### src/rtl/osd_pkg.sv
// ---------------------------------------------------------------------------
// osd_pkg
// Shared definitions for the digit OSD overlay:
//   - FONT_ROM      : 16 hex glyphs (0-9, A-F), 8x16 pixels, 128 bits each.
//                     Byte n of a glyph is pixel row n; the byte MSB is the
//                     leftmost pixel, so bit 127 is the top-left pixel.
//   - DEFAULT_FG/BG : default overlay colours.
//   - region_width / region_height : text region extent in pixels for a
//                     given character count and power-of-two magnification.
// ---------------------------------------------------------------------------
package osd_pkg;

  localparam int GLYPH_W = 8;
  localparam int GLYPH_H = 16;

  localparam logic [23:0] DEFAULT_FG = 24'hFFFFFF;
  localparam logic [23:0] DEFAULT_BG = 24'h000000;

  // Index 0 is listed first.
  localparam logic [0:15][127:0] FONT_ROM = {
    128'h0000_3C66_666E_7666_6666_663C_0000_0000, // 0
    128'h0000_1838_7818_1818_1818_187E_0000_0000, // 1
    128'h0000_3C66_0606_0C18_3060_667E_0000_0000, // 2
    128'h0000_3C66_0606_1C06_0606_663C_0000_0000, // 3
    128'h0000_0C1C_3C6C_CCFE_0C0C_0C1E_0000_0000, // 4
    128'h0000_7E60_6060_7C06_0606_663C_0000_0000, // 5
    128'h0000_1C30_6060_7C66_6666_663C_0000_0000, // 6
    128'h0000_7E66_0606_0C18_3030_3030_0000_0000, // 7
    128'h0000_3C66_6666_3C66_6666_663C_0000_0000, // 8
    128'h0000_3C66_6666_3E06_0606_0C38_0000_0000, // 9
    128'h0000_183C_6666_667E_6666_6666_0000_0000, // A
    128'h0000_7C66_6666_7C66_6666_667C_0000_0000, // B
    128'h0000_3C66_6060_6060_6060_663C_0000_0000, // C
    128'h0000_786C_6666_6666_6666_6C78_0000_0000, // D
    128'h0000_7E60_6060_7C60_6060_607E_0000_0000, // E
    128'h0000_7E60_6060_7C60_6060_6060_0000_0000  // F
  };

  // Width in pixels of a row of num_chars glyphs at magnification 2^scale_log2.
  function automatic logic [11:0] region_width(input int num_chars, input int scale_log2);
    return 12'(num_chars * (GLYPH_W << scale_log2));
  endfunction

  // Height in pixels of one glyph row at magnification 2^scale_log2.
  function automatic logic [11:0] region_height(input int scale_log2);
    return 12'(GLYPH_H << scale_log2);
  endfunction

endpackage

### src/rtl/osd_glyph_rom.sv
// ---------------------------------------------------------------------------
// osd_glyph_rom
// Combinational font lookup: 4-bit hex code -> 128-bit glyph bitmap.
//   i_code  [3:0]   hex code of the character
//   o_glyph [127:0] bitmap, bit 127 = top-left, row-major, 8 bits per row
// ---------------------------------------------------------------------------
module osd_glyph_rom
  import osd_pkg::*;
(
  input  logic [3:0]   i_code,
  output logic [127:0] o_glyph
);

  assign o_glyph = FONT_ROM[i_code];

endmodule

### src/rtl/digit_osd_overlay.sv
// ---------------------------------------------------------------------------
// digit_osd_overlay
// Draws NUM_CHARS hex glyphs at (ORIGIN_X, ORIGIN_Y), magnified 2^SCALE_LOG2,
// over a 24-bit pixel stream. Fixed 2-cycle latency on all outputs.
//
// Ports
//   clk, rst_n            pixel clock, asynchronous active-low reset
//   x, y [11:0]           pixel position aligned with i_data
//   i_hs, i_vs, i_de      input syncs (vsync active high)
//   i_data [23:0]         input pixel
//   enable                overlay on (0: pass-through after the pipeline)
//   opaque                1: clear glyph bits show BG_COLOR, 0: show i_data
//   chars [4*N-1:0]       char k = chars[4k+3:4k], char 0 leftmost
//   blink_mask [N-1:0]    bit k set: char k blinks
//   load                  strobe capturing chars/blink_mask into pending regs
//   o_hs, o_vs, o_de      syncs delayed by 2 cycles
//   o_data [23:0]         composited pixel
//
// Stream protocol: one pixel per clock, every clock, no back-pressure; every
// input is sampled on each rising clk edge and the matching output appears
// exactly two edges later. enable and opaque are sampled with the pixel.
//
// Character and blink-mask updates go through a pending/active shadow pair;
// active only changes on a vsync rising edge, so a frame never tears.
// ---------------------------------------------------------------------------
module digit_osd_overlay
  import osd_pkg::*;
#(
  parameter int          NUM_CHARS    = 5,
  parameter int          SCALE_LOG2   = 2,
  parameter int          ORIGIN_X     = 0,
  parameter int          ORIGIN_Y     = 0,
  parameter logic [23:0] FG_COLOR     = DEFAULT_FG,
  parameter logic [23:0] BG_COLOR     = DEFAULT_BG,
  parameter int          BLINK_FRAMES = 30
) (
  input  logic                   clk,
  input  logic                   rst_n,
  input  logic [11:0]            x,
  input  logic [11:0]            y,
  input  logic                   i_hs,
  input  logic                   i_vs,
  input  logic                   i_de,
  input  logic [23:0]            i_data,
  input  logic                   enable,
  input  logic                   opaque,
  input  logic [4*NUM_CHARS-1:0] chars,
  input  logic [NUM_CHARS-1:0]   blink_mask,
  input  logic                   load,
  output logic                   o_hs,
  output logic                   o_vs,
  output logic                   o_de,
  output logic [23:0]            o_data
);

  localparam logic [11:0] ORG_X = 12'(ORIGIN_X);
  localparam logic [11:0] ORG_Y = 12'(ORIGIN_Y);
  localparam logic [11:0] REG_W = region_width(NUM_CHARS, SCALE_LOG2);
  localparam logic [11:0] REG_H = region_height(SCALE_LOG2);

  // A one-frame blink period still needs a 1-bit counter.
  localparam int               CNT_W    = (BLINK_FRAMES > 1) ? $clog2(BLINK_FRAMES) : 1;
  localparam logic [CNT_W-1:0] CNT_LAST = CNT_W'(BLINK_FRAMES - 1);

  // -------------------------------------------------------------------------
  // Shadow registers, vsync edge detect, blink frame counter
  // -------------------------------------------------------------------------
  logic                   r_vs_q;
  logic                   w_vs_rise;
  logic [4*NUM_CHARS-1:0] r_pend_chars;
  logic [NUM_CHARS-1:0]   r_pend_mask;
  logic [4*NUM_CHARS-1:0] r_act_chars;
  logic [NUM_CHARS-1:0]   r_act_mask;
  logic [CNT_W-1:0]       r_frame_cnt;
  logic                   r_blink_phase;

  assign w_vs_rise = i_vs & ~r_vs_q;

  always_ff @(posedge clk or negedge rst_n) begin
    if (!rst_n) begin
      r_vs_q        <= 1'b0;
      r_pend_chars  <= '0;
      r_pend_mask   <= '0;
      r_act_chars   <= '0;
      r_act_mask    <= '0;
      r_frame_cnt   <= '0;
      r_blink_phase <= 1'b0;
    end else begin
      r_vs_q <= i_vs;
      if (load) begin
        r_pend_chars <= chars;
        r_pend_mask  <= blink_mask;
      end
      if (w_vs_rise) begin
        // A load on the rise cycle bypasses pending so it is not a frame late.
        r_act_chars <= load ? chars      : r_pend_chars;
        r_act_mask  <= load ? blink_mask : r_pend_mask;
        if (r_frame_cnt == CNT_LAST) begin
          r_frame_cnt   <= '0;
          r_blink_phase <= ~r_blink_phase;
        end else begin
          r_frame_cnt <= r_frame_cnt + 1'b1;
        end
      end
    end
  end

  // -------------------------------------------------------------------------
  // Stage 1: region test, character select, glyph row/column
  // -------------------------------------------------------------------------
  logic [11:0] w_dx;
  logic [11:0] w_dy;
  logic        w_in_x;
  logic        w_in_y;
  logic [3:0]  w_char_idx;
  logic [2:0]  w_col;
  logic [3:0]  w_row;
  logic [3:0]  w_code;
  logic        w_blinks;
  logic        w_visible;

  // Positions left of / above the origin wrap to large offsets, so a single
  // unsigned upper-bound compare covers both sides of the region.
  assign w_dx       = x - ORG_X;
  assign w_dy       = y - ORG_Y;
  assign w_in_x     = (w_dx < REG_W);
  assign w_in_y     = (w_dy < REG_H);
  assign w_char_idx = 4'(w_dx >> (3 + SCALE_LOG2));
  assign w_col      = 3'(w_dx >> SCALE_LOG2);
  assign w_row      = 4'(w_dy >> SCALE_LOG2);

  always_comb begin
    w_code   = '0;
    w_blinks = 1'b0;
    for (int k = 0; k < NUM_CHARS; k++) begin
      if (w_char_idx == 4'(k)) begin
        w_code   = r_act_chars[4*k +: 4];
        w_blinks = r_act_mask[k];
      end
    end
  end

  // A blinked-off character is treated exactly like a pixel outside the text.
  assign w_visible = enable & w_in_x & w_in_y & ~(w_blinks & r_blink_phase);

  logic        r1_visible;
  logic        r1_opaque;
  logic [3:0]  r1_code;
  logic [3:0]  r1_row;
  logic [2:0]  r1_col;
  logic [23:0] r1_data;
  logic        r1_hs;
  logic        r1_vs;
  logic        r1_de;

  always_ff @(posedge clk or negedge rst_n) begin
    if (!rst_n) begin
      r1_visible <= 1'b0;
      r1_opaque  <= 1'b0;
      r1_code    <= '0;
      r1_row     <= '0;
      r1_col     <= '0;
      r1_data    <= '0;
      r1_hs      <= 1'b0;
      r1_vs      <= 1'b0;
      r1_de      <= 1'b0;
    end else begin
      r1_visible <= w_visible;
      r1_opaque  <= opaque;
      r1_code    <= w_code;
      r1_row     <= w_row;
      r1_col     <= w_col;
      r1_data    <= i_data;
      r1_hs      <= i_hs;
      r1_vs      <= i_vs;
      r1_de      <= i_de;
    end
  end

  // -------------------------------------------------------------------------
  // Stage 2: glyph bit select and colour mux
  // -------------------------------------------------------------------------
  logic [127:0] w_glyph;
  logic         w_bit;
  logic [23:0]  w_pix;

  osd_glyph_rom u_rom (
    .i_code  (r1_code),
    .o_glyph (w_glyph)
  );

  // 127 - (8*row + col) is the bitwise inverse of the 7-bit {row, col}.
  assign w_bit = w_glyph[~{r1_row, r1_col}];

  always_comb begin
    w_pix = r1_data;
    if (r1_visible) begin
      if (w_bit) begin
        w_pix = FG_COLOR;
      end else if (r1_opaque) begin
        w_pix = BG_COLOR;
      end
    end
  end

  always_ff @(posedge clk or negedge rst_n) begin
    if (!rst_n) begin
      o_data <= '0;
      o_hs   <= 1'b0;
      o_vs   <= 1'b0;
      o_de   <= 1'b0;
    end else begin
      o_data <= w_pix;
      o_hs   <= r1_hs;
      o_vs   <= r1_vs;
      o_de   <= r1_de;
    end
  end

endmodule

### config.mk
export PLATFORM = sky130hd
export DESIGN_NAME = digit_osd_overlay
export DESIGN_NICKNAME = d
export VERILOG_FILES = /design/src/rtl/osd_pkg.sv /design/src/rtl/osd_glyph_rom.sv /design/src/rtl/digit_osd_overlay.sv
export SDC_FILE = /design/constraint.sdc
export NUM_CORES = 1
export LEC_CHECK = 0
export BUFFER_PORTS_ARGS = -buffer_cell sky130_fd_sc_hd__buf_2
export CAP_MARGIN = 20
export CELL_PAD_IN_SITES_DETAIL_PLACEMENT = 1
export CELL_PAD_IN_SITES_GLOBAL_PLACEMENT = 1
export CORE_ASPECT_RATIO = 0.75
export CORE_MARGIN = 5
export CORE_UTILIZATION = 44
export CTS_CLUSTER_SIZE = 20
export DETAILED_ROUTE_END_ITERATION = 8
export MAX_ROUTING_LAYER = met4
export PLACE_DENSITY_LB_ADDON = 0.1
export SLEW_MARGIN = 20
export SYNTH_ARGS = -nofsm -noshare
export SYNTH_HDL_FRONTEND = slang
export SYNTH_HIERARCHICAL = 1
export SYNTH_SLANG_ARGS = --single-unit
### constraint.sdc
create_clock -name clk -period 4.7 [get_ports clk]
set_clock_uncertainty 0.1 [all_clocks]
set_input_delay 0.705 -clock clk [delete_from_list [all_inputs] [get_ports clk]]
set_output_delay 0.705 -clock clk [all_outputs]
set_load 0.05 [all_outputs]
==> results.cfg <==
[outcome]
outcome = completed

[yosys]
synth_ff_type = dfrtp_1
synthCells = 636
yosysMostFrequentCell = dfrtp_1
synth_top_area_cell = dfrtp_1
syn_area_um2 = 6869
synth_warnings = 6
synth.ff_latch_count = 123
synth.distinct_cells = 51
ys_seq_area_share_pct = 44.81
synth_edf_count = 0
synth.top_cells.by_count = dfrtp_1 (123), nand2_1 (116), buf_4 (92)
synthTopCellsByArea = dfrtp_1 (45%), mux4_2 (12%), buf_4 (10%)
yosysTopAreaCellShare_pct = 44.81
avgSynthCellArea_um2 = 10.80
synthArstFlopShare_pct = 100.0

[detailed_routing]
via_per_inst = 5.188
drtIter0Drc = 239
antenna_left = 0
wl_per_cell_um = 17.94
route.vias.total = 4799
drt-pass1-iter-count = 4
drt-total-wl_um = 16600
drc_errors = 0

[floorplan]
die_width_um = 154.3
die_area_um2 = 18240
start_util_pct = 44.97
coreArea_um2 = 15270
rows = 39
dieHeight_um = 118.2
io_pins = 108

[sta]
maxSlewViolCount = 0
relSlewSlack_pct = 39.24
max_freq_mhz = 246.2
min_period_ps = 4061
worst_pin_slew_ps = 911.4
final.period_utilization_pct = 86.41
setup_violations = 0
tns_ps = 0
finalWorstSetupSlack_ps = 638.6
holdWs_ps = 231.4
hold_viol = 0
rsz0062_at_grt = no

[clocking]
clkLatencyLatePin_ps = 410
ctsHoldBuffers = 0
postCtsSetupBuffers = 0
post_cts_resized = 0
clk_pin_slew_worst_paths_ps = 60
clockRootBuffer = clkbuf_16
clock_path_buffers = 2
cts.sinks = 123
cts_buffers = 17
cts_tree = yes
cts.htree.levels = 4

[setup_path]
cp-start-kind = flop
r2r-start = r1_code[1]
slowest_stage = dfrtp_1
critPathMaxStageDelay_ps = 550
path_class = flop to flop
arrival_ps = 4230
critical_path_required_ps = 4870
reg2reg_to = o_data[14]
crit_path_cell_trace = inv_1 > ha_1 > nor2b_4 > nor2b_1 > nor2_1 > mux4_2 > o221ai_1 > a41oi_1 > o311ai_4 > buf_4 > nand3_1
endpoint_kind = flop
rrSetupSlack_ps = 640
worstRegToRegCells = 11
cp_max_fo = 24

[place]
io_buffers = 103
place_area_um2 = 7092
dp_slack_ps = 730.3
routabilityCongestion = 0.8963
dp.cells = 893
dpl.hpwl_um = 11670

[power_and_ir_drop]
swShare_pct = 28.60
intPower_mw = 2.191
power_frac_seq_pct = 40.5
combPwrFrac_pct = 16.7
switchingPower_uw = 877.9
vdd_drop_max_mv = 0.2278
p_leak_nw = 3.592
clkPwrFrac_pct = 42.8
power.density_nw_per_um2 = 398.5
totalPowerFinal_mw = 3.069

[finish]
syn_to_final_growth_pct = 12.11
n_fill_cell = 1699
insertedDiodeCount = 0
final_cells = 925
drive_gt1_share_pct = 31.11
fin_nets = 798
final_util_pct = 50.42
fin_area_um2 = 7701

[global_routing]
first_global_vias = 5067
antenna_found_initial = 0
grt_pass1_wl_um = 27280
grt_max_degree = 72
track_usage_pct = 19.39
grt-ovfl-total = 0

[worst_hold_path]
min_path_type = input pin to async pin

[job]
drv_cap = 0
-- worst max-delay path, delay by kind of cell, from the launching register on --
| family | cells | cell delay (ps) |
|---|---|---|
| flops | 1 | 550 |
| mux | 1 | 530 |
| compound gates | 3 | 710 |
| simple gates | 4 | 1010 |
| fa+ha+maj | 1 | 350 |
| buf+inv | 2 | 650 |
-- cell usage in the layout (no fill, tap or decap), types with 17 or more instances in the layout --
master     count
dfrtp_1      121
nand2_1      116
buf_2        102
conb_1        67
mux4_2        36
nand3_1       27
mux2_2        26
a21oi_1       26
nand2b_1      17
clkbuf_16     17
-- logic make-up after synthesis --
family / Yosys count / synth area share (%)
flops: 123 / 44.81
buf+inv: 136 / 13.35
mux: 70 / 17.23
compound gates: 90 / 8.816
xor+xnor: 2 / 0.2551
other cells: 2 / 0.1093
simple gates: 203 / 13.61
fa+ha+maj: 10 / 1.821
-- final cells by class --
| type | count | area [um2] | area share [%] |
|---|---|---|---|
| well taps | 205 | 256.5 | 3.331 |
| flip-flops and latches | 123 | 3080 | 40.00 |
| multi-input cells | 442 | 3129 | 40.63 |
| clock inverters | 14 | 160.2 | 2.080 |
| repair buffers | 111 | 590.6 | 7.669 |
| inverters | 12 | 45.04 | 0.5849 |
| clock buffers | 18 | 439.2 | 5.703 |
-- worst max-delay path by stage --
stage | startpoint | cells after the start | to | slack, ps
floorplan | r1_code[0] | 13 | o_data[22] | 1470
global placement | r1_code[1] | 11 | o_data[15] | 880
detailed placement | r1_code[1] | 11 | o_data[14] | 730
CTS | r1_code[1] | 11 | o_data[14] | 700
global route | r1_code[1] | 11 | o_data[8] | 450
finish | r1_code[1] | 11 | o_data[14] | 640
-- sequential cells by signal, summed over array words and instances (netlist names), 3 cells and up --
| register | count |
|---|---|
| r_act_mask | 5 |
| r1_code | 4 |
| r_pend_chars | 20 |
| r_pend_mask | 5 |
| o_data | 24 |
| r_frame_cnt | 5 |
| r1_col | 3 |
| r1_row | 4 |
| r_act_chars | 20 |
| r1_data | 24 |
-- metal layers --
layer | GRT usage, % | wire, um
met2 | 29.06 | 7766
met3 | 4.859 | 1227
met1 | 26.93 | 7499
met4 | 4.247 | 106
met5 | - | 0
-- power groups by stage --
stage | clock network [mW] | logic (mW) | registers (mW)
after floorplan | 0 | 0.410 | 1.26
after global routing | 1.40 | 0.567 | 1.26
final | 1.31 | 0.514 | 1.24
after global placement | 0 | 0.491 | 1.25
after CTS | 1.34 | 0.514 | 1.24
after detailed placement | 0 | 0.508 | 1.26
No activity file was read; power rests on OpenSTA's default activity.
